<file path="src/rtl/captura_palabra_fpga_pkg.sv">
// Shared definitions for the keyed word-entry path: FSM encoding, word sizing, key levels.
// Latency: n/a (declarations only).
// Backpressure: n/a.
package captura_palabra_fpga_pkg;

    // CAPTURA: accepting nibbles. ENTREGA: holding a finished word until the consumer takes it.
    typedef enum logic {
        CAPTURA = 1'b0,
        ENTREGA = 1'b1
    } estado_t;

    localparam int NIBBLES_DEF = 8;
    localparam int DATA_W_DEF  = 4 * NIBBLES_DEF;

    // Pushbuttons are active-low, so the idle (released) level is 1.
    localparam logic TECLA_SUELTA = 1'b1;

    // Width of the nibble counter; never below one bit.
    function automatic int ancho_cuenta(input int nibbles);
        return (nibbles > 1) ? $clog2(nibbles) : 1;
    endfunction

endpackage

</file>
<file path="src/rtl/captura_palabra_fpga_antirrebote.sv">
// Purpose: synchronize an async active-low key, debounce it, emit a one-cycle pulse on each press.
// Latency: key steady -> pulso_o after 2 sync + DEBOUNCE_CYCLES + 1 cycles.
// Backpressure: none; the pulse is fire-and-forget.
//
// Ports:
//   clk_i    clock
//   rst_ni   asynchronous active-low reset
//   key_ni   raw pushbutton, active-low, asynchronous, bouncy
//   nivel_o  debounced key level (1 = released)
//   pulso_o  one-cycle pulse per accepted press
module antirrebote
    import captura_palabra_fpga_pkg::*;
#(
    parameter int DEBOUNCE_CYCLES = 500000
) (
    input  logic clk_i,
    input  logic rst_ni,
    input  logic key_ni,
    output logic nivel_o,
    output logic pulso_o
);

    localparam int CNT_W = $clog2(DEBOUNCE_CYCLES + 1);
    localparam logic [CNT_W-1:0] CNT_FIN = CNT_W'(DEBOUNCE_CYCLES - 1);

    logic             s1_q, s2_q;
    logic             nivel_q, nivel_d;
    logic [CNT_W-1:0] cnt_q, cnt_d;
    logic             pulso_q, pulso_d;
    logic [1:0]       vld_q;
    logic             armado_q;

    // The count reaching DEBOUNCE_CYCLES is detected one step early so the
    // level flips after exactly DEBOUNCE_CYCLES differing cycles.
    always_comb begin
        nivel_d = nivel_q;
        cnt_d   = '0;
        if (s2_q != nivel_q) begin
            if (cnt_q == CNT_FIN) begin
                nivel_d = s2_q;
            end else begin
                cnt_d = cnt_q + 1'b1;
            end
        end
        // A press only counts once the key has been seen released after reset,
        // so a button held through reset does not fire on its own.
        pulso_d = armado_q & nivel_q & ~nivel_d;
    end

    always_ff @(posedge clk_i or negedge rst_ni) begin
        if (!rst_ni) begin
            s1_q     <= TECLA_SUELTA;
            s2_q     <= TECLA_SUELTA;
            nivel_q  <= TECLA_SUELTA;
            cnt_q    <= '0;
            pulso_q  <= 1'b0;
            vld_q    <= 2'b00;
            armado_q <= 1'b0;
        end else begin
            s1_q     <= key_ni;
            s2_q     <= s1_q;
            nivel_q  <= nivel_d;
            cnt_q    <= cnt_d;
            pulso_q  <= pulso_d;
            // vld_q[1] marks that s2_q now carries a real sample, not the reset value.
            vld_q    <= {vld_q[0], 1'b1};
            armado_q <= armado_q | (vld_q[1] & s2_q);
        end
    end

    assign nivel_o = nivel_q;
    assign pulso_o = pulso_q;

endmodule

</file>
<file path="src/rtl/captura_palabra_fpga.sv">
// Purpose: operator keys a word one hex nibble at a time (switches + LOAD, CLR aborts); word offered on valid/ready.
// Latency: LOAD pulse -> parcial_o/valido_o update in 1 cycle; press-to-pulse 2 + DEBOUNCE_CYCLES + 1.
// Backpressure: finished word held on dato_o with valido_o=1 until listo_i; LOAD ignored meanwhile.
//
// Ports:
//   clk_i, rst_ni        clock, asynchronous active-low reset
//   sw_i                 nibble switches (async)
//   key_load_ni/clr_ni   LOAD / CLR pushbuttons (active-low, async, bouncy)
//   listo_i              consumer ready
//   dato_o, valido_o     completed word and its valid flag
//   parcial_o, cuenta_o  shift register contents and nibble count for the display
module captura_palabra_fpga
    import captura_palabra_fpga_pkg::*;
#(
    parameter int DEBOUNCE_CYCLES = 500000,
    parameter int NIBBLES         = NIBBLES_DEF,
    localparam int DATA_W         = 4 * NIBBLES,
    localparam int CW             = ancho_cuenta(NIBBLES)
) (
    input  logic              clk_i,
    input  logic              rst_ni,
    input  logic [3:0]        sw_i,
    input  logic              key_load_ni,
    input  logic              key_clr_ni,
    input  logic              listo_i,
    output logic [DATA_W-1:0] dato_o,
    output logic              valido_o,
    output logic [DATA_W-1:0] parcial_o,
    output logic [CW-1:0]     cuenta_o
);

    localparam logic [CW-1:0] ULTIMO = CW'(NIBBLES - 1);

    logic              pulso_load, pulso_clr;
    logic [3:0]        sw_s1_q, sw_s2_q;

    estado_t           estado_q, estado_d;
    logic [DATA_W-1:0] parcial_q, parcial_d, parcial_sh;
    logic [DATA_W-1:0] dato_q, dato_d;
    logic [CW-1:0]     cuenta_q, cuenta_d;
    logic              valido_q, valido_d;

    antirrebote #(.DEBOUNCE_CYCLES(DEBOUNCE_CYCLES)) u_ar_load (
        .clk_i   (clk_i),
        .rst_ni  (rst_ni),
        .key_ni  (key_load_ni),
        .nivel_o (),
        .pulso_o (pulso_load)
    );

    antirrebote #(.DEBOUNCE_CYCLES(DEBOUNCE_CYCLES)) u_ar_clr (
        .clk_i   (clk_i),
        .rst_ni  (rst_ni),
        .key_ni  (key_clr_ni),
        .nivel_o (),
        .pulso_o (pulso_clr)
    );

    // Switches are read only on a LOAD pulse, long after they settle, so a
    // plain 2-flop synchronizer per bit is enough.
    always_ff @(posedge clk_i or negedge rst_ni) begin
        if (!rst_ni) begin
            sw_s1_q <= '0;
            sw_s2_q <= '0;
        end else begin
            sw_s1_q <= sw_i;
            sw_s2_q <= sw_s1_q;
        end
    end

    // Priority: CLR > handshake > LOAD. The handshake only exists in ENTREGA
    // and LOAD only acts in CAPTURA, so a LOAD in CAPTURA is never dropped.
    always_comb begin
        estado_d   = estado_q;
        parcial_d  = parcial_q;
        dato_d     = dato_q;
        cuenta_d   = cuenta_q;
        valido_d   = valido_q;
        parcial_sh = {parcial_q[DATA_W-5:0], sw_s2_q};

        if (pulso_clr) begin
            parcial_d = '0;
            cuenta_d  = '0;
            valido_d  = 1'b0;
            estado_d  = CAPTURA;
        end else begin
            case (estado_q)
                CAPTURA: begin
                    if (pulso_load) begin
                        parcial_d = parcial_sh;
                        if (cuenta_q == ULTIMO) begin
                            dato_d   = parcial_sh;
                            valido_d = 1'b1;
                            cuenta_d = '0;
                            estado_d = ENTREGA;
                        end else begin
                            cuenta_d = cuenta_q + 1'b1;
                        end
                    end
                end
                ENTREGA: begin
                    if (valido_q && listo_i) begin
                        valido_d  = 1'b0;
                        parcial_d = '0;
                        estado_d  = CAPTURA;
                    end
                end
                default: estado_d = CAPTURA;
            endcase
        end
    end

    always_ff @(posedge clk_i or negedge rst_ni) begin
        if (!rst_ni) begin
            estado_q  <= CAPTURA;
            parcial_q <= '0;
            dato_q    <= '0;
            cuenta_q  <= '0;
            valido_q  <= 1'b0;
        end else begin
            estado_q  <= estado_d;
            parcial_q <= parcial_d;
            dato_q    <= dato_d;
            cuenta_q  <= cuenta_d;
            valido_q  <= valido_d;
        end
    end

    assign dato_o    = dato_q;
    assign valido_o  = valido_q;
    assign parcial_o = parcial_q;
    assign cuenta_o  = cuenta_q;

endmodule

</file>
<file path="config.mk">
export PLATFORM = sky130hd
export DESIGN_NAME = captura_palabra_fpga
export DESIGN_NICKNAME = d
export VERILOG_FILES = /design/src/rtl/captura_palabra_fpga_pkg.sv /design/src/rtl/captura_palabra_fpga_antirrebote.sv /design/src/rtl/captura_palabra_fpga.sv
export SDC_FILE = /design/constraint.sdc
export NUM_CORES = 1
export LEC_CHECK = 0
export BUFFER_PORTS_ARGS = -buffer_cell sky130_fd_sc_hd__buf_4
export CAP_MARGIN = 10
export CORE_MARGIN = 2
export CORE_UTILIZATION = 30
export CTS_CLUSTER_SIZE = 40
export DETAILED_ROUTE_END_ITERATION = 8
export PLACE_DENSITY_LB_ADDON = 0.08
export SLEW_MARGIN = 10
export SYNTH_ARGS = -nofsm -noshare
export SYNTH_HDL_FRONTEND = slang
export SYNTH_HIERARCHICAL = 1
export SYNTH_SLANG_ARGS = --single-unit
</file>
<file path="constraint.sdc">
create_clock -name clk_i -period 2.1 [get_ports clk_i]
set_input_delay 0.21 -clock clk_i [delete_from_list [all_inputs] [get_ports clk_i]]
set_output_delay 0.21 -clock clk_i [all_outputs]
set_load 0.02 [all_outputs]
</file>
-- Word-level counts from Yosys, hierarchy flattened
Index checks and enable logic that the tools add are counted.
- RAM bits: 0
- bits of input ports: 9
- logic and storage cells: 77
- memories kept: 0
- register bits: 129
- bits in latches: 0
- ROM bits: 0
- reduce and logical (&&, ||, !) cells: 6
- add/subtract/negate cells: 3
- bitwise logic cells: 12
- div/mod/pow operators: 0
- equal/unequal tests: 9
- order comparisons: 0
- multipliers: 0
- muxes and demuxes: 26
- shift operators: 0
- operators by type and width (operator ; count):
    two-way mux 32 bit ; 3
    two-way mux 19 bit ; 4
    one-hot mux 32 bit (2 select lines) ; 1
    adder 19 x 1 -> 19 bit (second input constant) ; 2
    == test 19 bit (second input constant) ; 2
    two-way mux 1 bit ; 12
    two-way mux 3 bit ; 4
    AND 1 bit ; 6
    inequality test 3 x 1 -> 1 bit (second input constant) ; 2
    inverter 1 bit ; 4
    one-hot mux 1 bit (2 select lines) ; 2
    AND reduction 2 bit ; 2
    AND reduction 4 bit ; 1
    adder 3 x 1 -> 3 bit (second input constant) ; 1
    == test 3 bit (second input constant) ; 1
    inequality test 3 x 2 -> 1 bit (second input constant) ; 1
    AND reduction 3 bit ; 1
    inequality test 1 bit ; 2
    inequality test 2 x 1 -> 1 bit (second input constant) ; 1
    bitwise OR 1 bit ; 2
    nonzero test 2 bit ; 1
    logical AND 1 bit ; 1

-- Longest topological paths before layout
Gate-level depths: netlist of the first run.
- word-level depth: 5
- gate-level depth with buffers: 6

-- Cells and area by module
Netlist of the first run, hierarchy kept.
- modules (own cells, without submodules) (module ; area an instance (um^2) ; sequential area each (um^2) ; cells each ; instances):
    captura_palabra_fpga ; 2899.0 ; 1926.8 ; 173 ; 1
    antirrebote at u_ar_clr ; 1169.9 ; 654.4 ; 113 ; 1
    antirrebote at u_ar_load ; 1158.6 ; 654.4 ; 113 ; 1

-- Least setup slack after synthesis of the first run
No wires, ideal clock.
- path type: register to register
- start: register u_ar_clr.cnt_q[2]
- end: register u_ar_clr.cnt_q[17]
- arrival: 1764 ps
- stages on the path, launching flop included: 6
- data required time: 2020 ps
- setup slack: 255 ps
- buffers on the path: 1
- path through: dfrtp_1 -> nand3_2 -> or4_1 -> clkbuf_2 -> or4_1 -> a21oi_1
- word-level cells in the longest chain between the ends: 3
- RTL lines (what ; line ; RTL):
    from (decl) ; captura_palabra_fpga_antirrebote.sv:28 ; logic [CNT_W-1:0] cnt_q, cnt_d;
    from (signal assigned) ; captura_palabra_fpga_antirrebote.sv:63 ; cnt_q <= cnt_d;
    adder 19 x 1 -> 19 bit or == test 19 bit (tied branches) ; captura_palabra_fpga_antirrebote.sv:42, captura_palabra_fpga_antirrebote.sv:39 ;
    two-way mux 19 bit * ; captura_palabra_fpga_antirrebote.sv:39 ; if (cnt_q == CNT_FIN) begin
    two-way mux 19 bit * ; captura_palabra_fpga_antirrebote.sv:38 ; if (s2_q != nivel_q) begin
    named net u_ar_clr.cnt_d[17] ; captura_palabra_fpga_antirrebote.sv:28 ;
Mark *: on every way through the listed nets, which the timed path passes. The rest lies on a longest branch.
A chain may end at the register's enable or synchronous reset.

-- Worst setup path after layout of the first run
Same ends and word-level chain as after synthesis.

==> results of run 1 <==
## placed cells by master (no fill, tap or decap), types with 4 or more instances in the layout
cell	n
ha_1	4
xnor2_1	18
mux2_2	5
xor2_1	8
nand4_1	9
clkbuf_16	17
nor2_1	38
buf_12	4
dfstp_2	6
dfrtp_1	123
buf_4	84
bufinv_16	5
a21oi_1	13
clkinvlp_4	4
or3_1	4
nor4_1	8
a22o_1	32
inv_1	10
dlygate4sd3_1	7
nor3_1	4
nand2_1	23
mux2_4	29
nand3_1	9
a31o_2	4
nor4b_1	4
## power groups by stage
stage                     Combinational (mW)  Clock [mW]  Sequential, mW
final                                  0.120        3.21            2.53
after floorplan                       0.0275           0            2.57
after global routing                   0.140        3.45            2.54
after CTS                              0.127        3.31            2.53
after detailed placement               0.117           0            2.58
after global placement                 0.115           0            2.58
## flip-flops by register name (all words and copies together) (netlist names), 2 cells and up
register / flops
sw_s2_q: 4
cuenta_o: 3
u_ar_clr/cnt_q: 19
sw_s1_q: 4
parcial_o: 32
u_ar_load/cnt_q: 19
u_ar_load/vld_q: 2
dato_o: 32
u_ar_clr/vld_q: 2
## final cells by class
class                           instances  area [µm²]  area share (%)
Clock buffer                           19         443            6.46
Clock inverter                         13         208            3.03
Inverter                               11        41.3           0.602
Multi-Input combinational cell        245        1870            27.3
Sequential cell                       129        3240            47.2
Tap cell                              225         282            4.10
Timing Repair Buffer                   95         781            11.4
## worst max-delay path by stage
stage                                     end
after floorplan            u_ar_clr/cnt_q[17]
final                      u_ar_clr/cnt_q[17]
after global placement    u_ar_load/cnt_q[17]
after global routing      u_ar_load/cnt_q[17]
after detailed placement  u_ar_load/cnt_q[17]
after CTS                  u_ar_clr/cnt_q[17]
## layer usage
layer  wire, µm  GRT usage, %  vias to the layer above
met5          0             0                        -
met4         95          4.34                        0
met3        555          4.44                        5
met2       4970          18.8                       63
met1       5100          16.5                     1649
li1           -             -                     1628
## worst max-delay path, cell delays in order (launching register included)
cell and delay [ns]:
dfrtp_1 0.45, nand3_2 0.14, or4_4 0.60, or4_1 0.48, a21oi_1 0.15
## cell families (layout without fill, tap and decap cells)
family / Yosys count / in the layout / share of synthesized area, %
compound gates: 62 / 62 / 9.00
xor+xnor: 26 / 26 / 4.36
fa+ha+maj: 4 / 4 / 0.957
buf+inv: 25 / 138 / 2.78
flops: 129 / 129 / 61.9
mux: 34 / 34 / 9.41
other cells: 2 / 2 / 0.144
simple gates: 117 / 117 / 11.5
## timing repair
action,in CTS,in global routing
gates resized for setup,0,2
setup endpoints to repair,0,2
hold buffers,7,0
setup buffers,0,0
hold endpoints to repair,39,0
## metrics by stage
stage	utilization, %	instance area (µm²)
2_1_floorplan	-	5230
3_3_place_gp	35.7	6130
3_5_place_dp	35.7	6130
4_1_cts	39.9	6850
5_1_grt	39.9	6860
6_report	39.9	6860
==> flow_summary.toml, run 1 <==
[run_status]
status = "finished clean"

[clocking]
numCtsBuffers = 17
cts_buffer_depth = 2
htreeDepth = 4
clk_latency_ns = 0.41
clock-sinks = 129
clk_pin_slew_ns = 0.06
cts_root_buffer = "clkbuf_16"
cts_tree = "done"

[yosys]
synth-edff-count = 0
synth_area_um2 = 5230
async_flop_share_pct = 100
syn_area_per_cell_um2 = 13.1
netlist_instances = 399
yosys.cell_types.count = 40
yosysMostFrequentCell = "dfrtp_1"
netlist.area_leader.share_pct = 58.9
synth_ff_type = "dfrtp_1"
synthTopCellsByArea = "dfrtp_1, mux2_4, a22o_1, dfstp_2, xnor2_1"
synth_nets = 412
yosysTopAreaCell = "dfrtp_1"
synthTopCellsByCount = "dfrtp_1, nor2_1, a22o_1"
seq_area_frac_synth_pct = 61.9
ys_seq_elements = 129
yosysWarningCount = 6

[worst_setup_path]
rr_startpoint = "u_ar_clr/cnt_q[2]"
r2r_slack_ns = 0.20
startpoint = "u_ar_clr/cnt_q[2]"
crit_required_ns = 2.44
endpoint_kind = "flop"
worstPathArrival_ns = 2.23
crit_fanout = 7
timing.rr.end = "u_ar_clr/cnt_q[17]"
critPathKind = "flop to flop"
rr_worst_depth = 4
start_kind = "flop"

[sta]
finalMaxSlewViolations = 0
setup_tns_ns = 0
max_slew.worst_pin.slew_ns = 0.598
setup_ws_ns = 0.201
max_freq_ghz = 0.527
setup_viol = 0
maxSlewHeadroom_pct = 60.1
rsz0062_at_grt = "no"
layout_min_cycle_time_ns = 1.90
period_share_pct = 90.4
hold_slack_ns = 0.160
final-hold-violation-count = 0
skew_ns = 0.00742

[place]
dp.cells = 698
place_congestion = 0.721
io_buffer_count = 76
dp_hpwl_um = 7220
dp_slack_ns = 0.108

[hold_path]
hp-start = "listo_i"
hold_path.class = "input pin to flop"
hold_end = "estado_q"
min_path_cells = 3

[layout]
layout-drive-gt1-share_pct = 34.4
fin_cells = 737
diodes = 0
syn2layout_area_growth_pct = 31.2
fillers = 1664
final_nets = 512

[global_route]
grt_max_degree = 43
grt_pass1_vias = 3317
overflow = 0
grt_pass1_wl_um = 17700
antenna_found_initial = 0
grt_usage_pct = 12.4

[power]
power.leakage_nw = 3.14
p_sw_mw = 1.17
p_sw_share_pct = 20.0
power.internal_mw = 4.69
ir_worst_vdd_uv = 569
p_total_mw = 5.87
pwr-share-clk_pct = 54.8
seqPwrFrac_pct = 43.2
p_comb_share_pct = 2.0
powerDensity_nw_per_um2 = 855

[drt]
first_iter_violations = 112
drtPass1Iterations = 4
via_per_inst = 4.54
drc = 0
ant_nets = 0
wl_per_cell_um = 14.5
vias = 3345
finalWirelength_um = 10700

[run]
maxCapViolCount = 0

[die]
rows = 48
coreArea_um2 = 17200
die_area_um2 = 18500
ioPinCount = 77
die_h_um = 136
die_w_um = 136
initial_core_util_pct = 30.4
No activity file was read; power rests on OpenSTA's default activity.
==> run 2, diff against run 1 <==
ABC_AREA = 1   (was default)
REMOVE_ABC_BUFFERS = 1   (was default)
TNS_END_PERCENT = 1   (was default)
==> flow_summary.toml, run 2 <==
[run_status]
status = "finished clean"

[die]
die_area_um2 = 19300
die_w_um = 139
ioPinCount = 77
die_h_um = 139
rows = 49
initial_core_util_pct = 30.5
coreArea_um2 = 17900

[worst_setup_path]
crit_fanout = 32
worstPathArrival_ns = 1.81
critPathKind = "flop to flop"
critical_path.top_delay_family = "simple AND/OR/NAND/NOR gates"
cp_common_cell = "nand2_1"
rr_worst_depth = 6
r2r_slack_ns = 0.61
slowest_delay_ns = 0.43
start_kind = "flop"
crit_required_ns = 2.43
rr_startpoint = "u_ar_clr/pulso_o"
cp_slowest_cell = "dfrtp_1"
cp_num_buf_inv = 1
timing.rr.end = "parcial_o[23]"
endpoint_kind = "flop"
cp_cell_sequence = "nor2_1 -> nand2_1 -> nand2_2 -> buf_4 -> nand2_1 -> o21ai_0"

[layout]
layout-drive-gt1-share_pct = 21.3
diodes = 0
layout_commonest_cell = "nand2_1"
final_nets = 705
final_cell_mix = "nand2_1, dfrtp_1, buf_4"
syn2layout_area_growth_pct = 27.9

[global_route]
grt_max_degree = 67
grt_pass1_vias = 4242
met3_usage_pct = 4.04
global_route.usage.met2_pct = 21.2
grt_usage_pct = 13.2
antenna_found_initial = 0
grt-busiest-layer = "met2"
grt_pass1_wl_um = 20500
met1_usage_pct = 16.6
overflow = 0

[yosys]
yosysTopAreaCell = "dfrtp_1"
async_flop_share_pct = 100
netlist.area_leader.share_pct = 56.4
synthTopCellsByArea = "dfrtp_1, nand2_1, nor2_1, inv_1, o21ai_0"
yosys.cell_types.count = 26
netlist_instances = 597
syn_area_per_cell_um2 = 9.15
yosysWarningCount = 6
ys_seq_elements = 129
seq_area_frac_synth_pct = 59.3
synth_ff_type = "dfrtp_1"
synthTopCellsByCount = "nand2_1, dfrtp_1, nor2_1"
yosysMostFrequentCell = "nand2_1"
synth_area_um2 = 5460
synth-edff-count = 0

[place]
io_buffer_count = 76
dp_slack_ns = 0.624
dp_hpwl_um = 8110
place_congestion = 0.815

[sta]
rsz0062_at_grt = "no"
final-hold-violation-count = 0
period_share_pct = 70.8
setup_ws_ns = 0.614
hold_slack_ns = 0.149
skew_ns = 0.0109
max_freq_ghz = 0.673
setup_viol = 0
finalMaxSlewViolations = 0
setup_tns_ns = 0
layout_min_cycle_time_ns = 1.49

[hold_path]
hold_path.class = "input pin to flop"
hold_end = "estado_q"
hp-start = "listo_i"
min_path_cells = 4

[clocking]
cts_root_buffer = "clkbuf_16"
numCtsBuffers = 17
clock-sinks = 129
cts_buffer_depth = 2
clk_pin_slew_ns = 0.06
htreeDepth = 4
cts_setup_buffers = 0
clk_latency_ns = 0.42
cts_tree = "done"

[power]
power.leakage_nw = 3.20
ir_worst_vdd_uv = 536
powerDensity_nw_per_um2 = 858

[drt]
vias = 4060
via_per_inst = 4.35
wl_per_cell_um = 12.7
ant_nets = 0
finalWirelength_um = 11900
first_iter_violations = 145
drc = 0
drtPass1Iterations = 4

[run]
maxCapViolCount = 0
-- run 2: cell types whose count changed in the layout (fill, tap and decap cells not counted), moves of 16 or more --
cell	change
a22o_1	-32
inv_1	+61
mux2_4	-29
nand2_1	+113
nand3_1	+16
nor2_1	+37
o21ai_0	+50
o21ai_1	+18
-- run 2: timing repair --
action	CTS	global route
hold buffers	7	0
gates resized for setup	0	0
hold endpoints to repair	129	0
-- run 2: kinds of logic after synthesis --
family / share of synthesized area, %
buffers and inverters: 7.01
other: 0.138
and+or+nand+nor: 22.0
adders and majority gates: 0.917
AOI/OAI and AO/OA: 7.52
DFF: 59.3
xor gates and xnor gates: 3.21
-- run 2: layout make-up --
class / count / area, µm²
clock inverter: 12 / 155
clock buffer: 20 / 467
sequential: 129 / 3240
multi-input combinational: 382 / 1840
inverter: 73 / 274
fill: 1845 / 10900
timing repair buffer: 89 / 723
tap: 229 / 287
-- run 2: worst reg2reg max path: cells and delay by family (launching register included) --
kind                   cells  cell delay, ns
AO/OA/AOI/OAI              1            0.10
buffers and inverters      1            0.33
flip-flops                 1            0.43
AND/OR/NAND/NOR            4            0.54
-- run 2: how the worst max path moves through the flow --
| stage | start | endpoint | slack, ns | depth (start not counted) |
|---|---|---|---|---|
| floorplan | cuenta_o[0] | dato_o[10] | 0.21 | 4 |
| global placement | u_ar_load/cnt_q[0] | u_ar_load/cnt_q[16] | 0.64 | 8 |
| detailed placement | cuenta_o[0] | dato_o[3] | 0.62 | 6 |
| CTS | u_ar_clr/pulso_o | parcial_o[23] | 0.59 | 6 |
| global route | u_ar_clr/pulso_o | parcial_o[25] | 0.45 | 6 |
| finish | u_ar_clr/pulso_o | parcial_o[23] | 0.61 | 6 |
-- run 2: metal layers --
| layer | share of wire (%) | vias up |
|---|---|---|
| li1 | - | 2056 |
| met1 | 47 | 1908 |
| met2 | 46 | 76 |
| met3 | 5.0 | 20 |
| met4 | 2.0 | 0 |
| met5 | 0 | - |
-- run 2: power by group --
part           switching (mW)  total [mW]  internal [mW]  leakage (nW)
logic                   0.202       0.326          0.124          1.18
registers              0.0523        2.62           2.56          1.73
clock network            1.09        3.05           1.96         0.303
-- run 2: metrics by stage --
step	util [%]	instance area [µm²]	power [mW]	cells
after floorplan	-	5350	2.80	584
after global placement	35.1	6290	2.98	895
after detailed placement	35.1	6290	2.99	895
after CTS	39.0	6980	6.11	934
after global routing	39.0	6980	6.28	934
final	39.0	6980	5.99	934
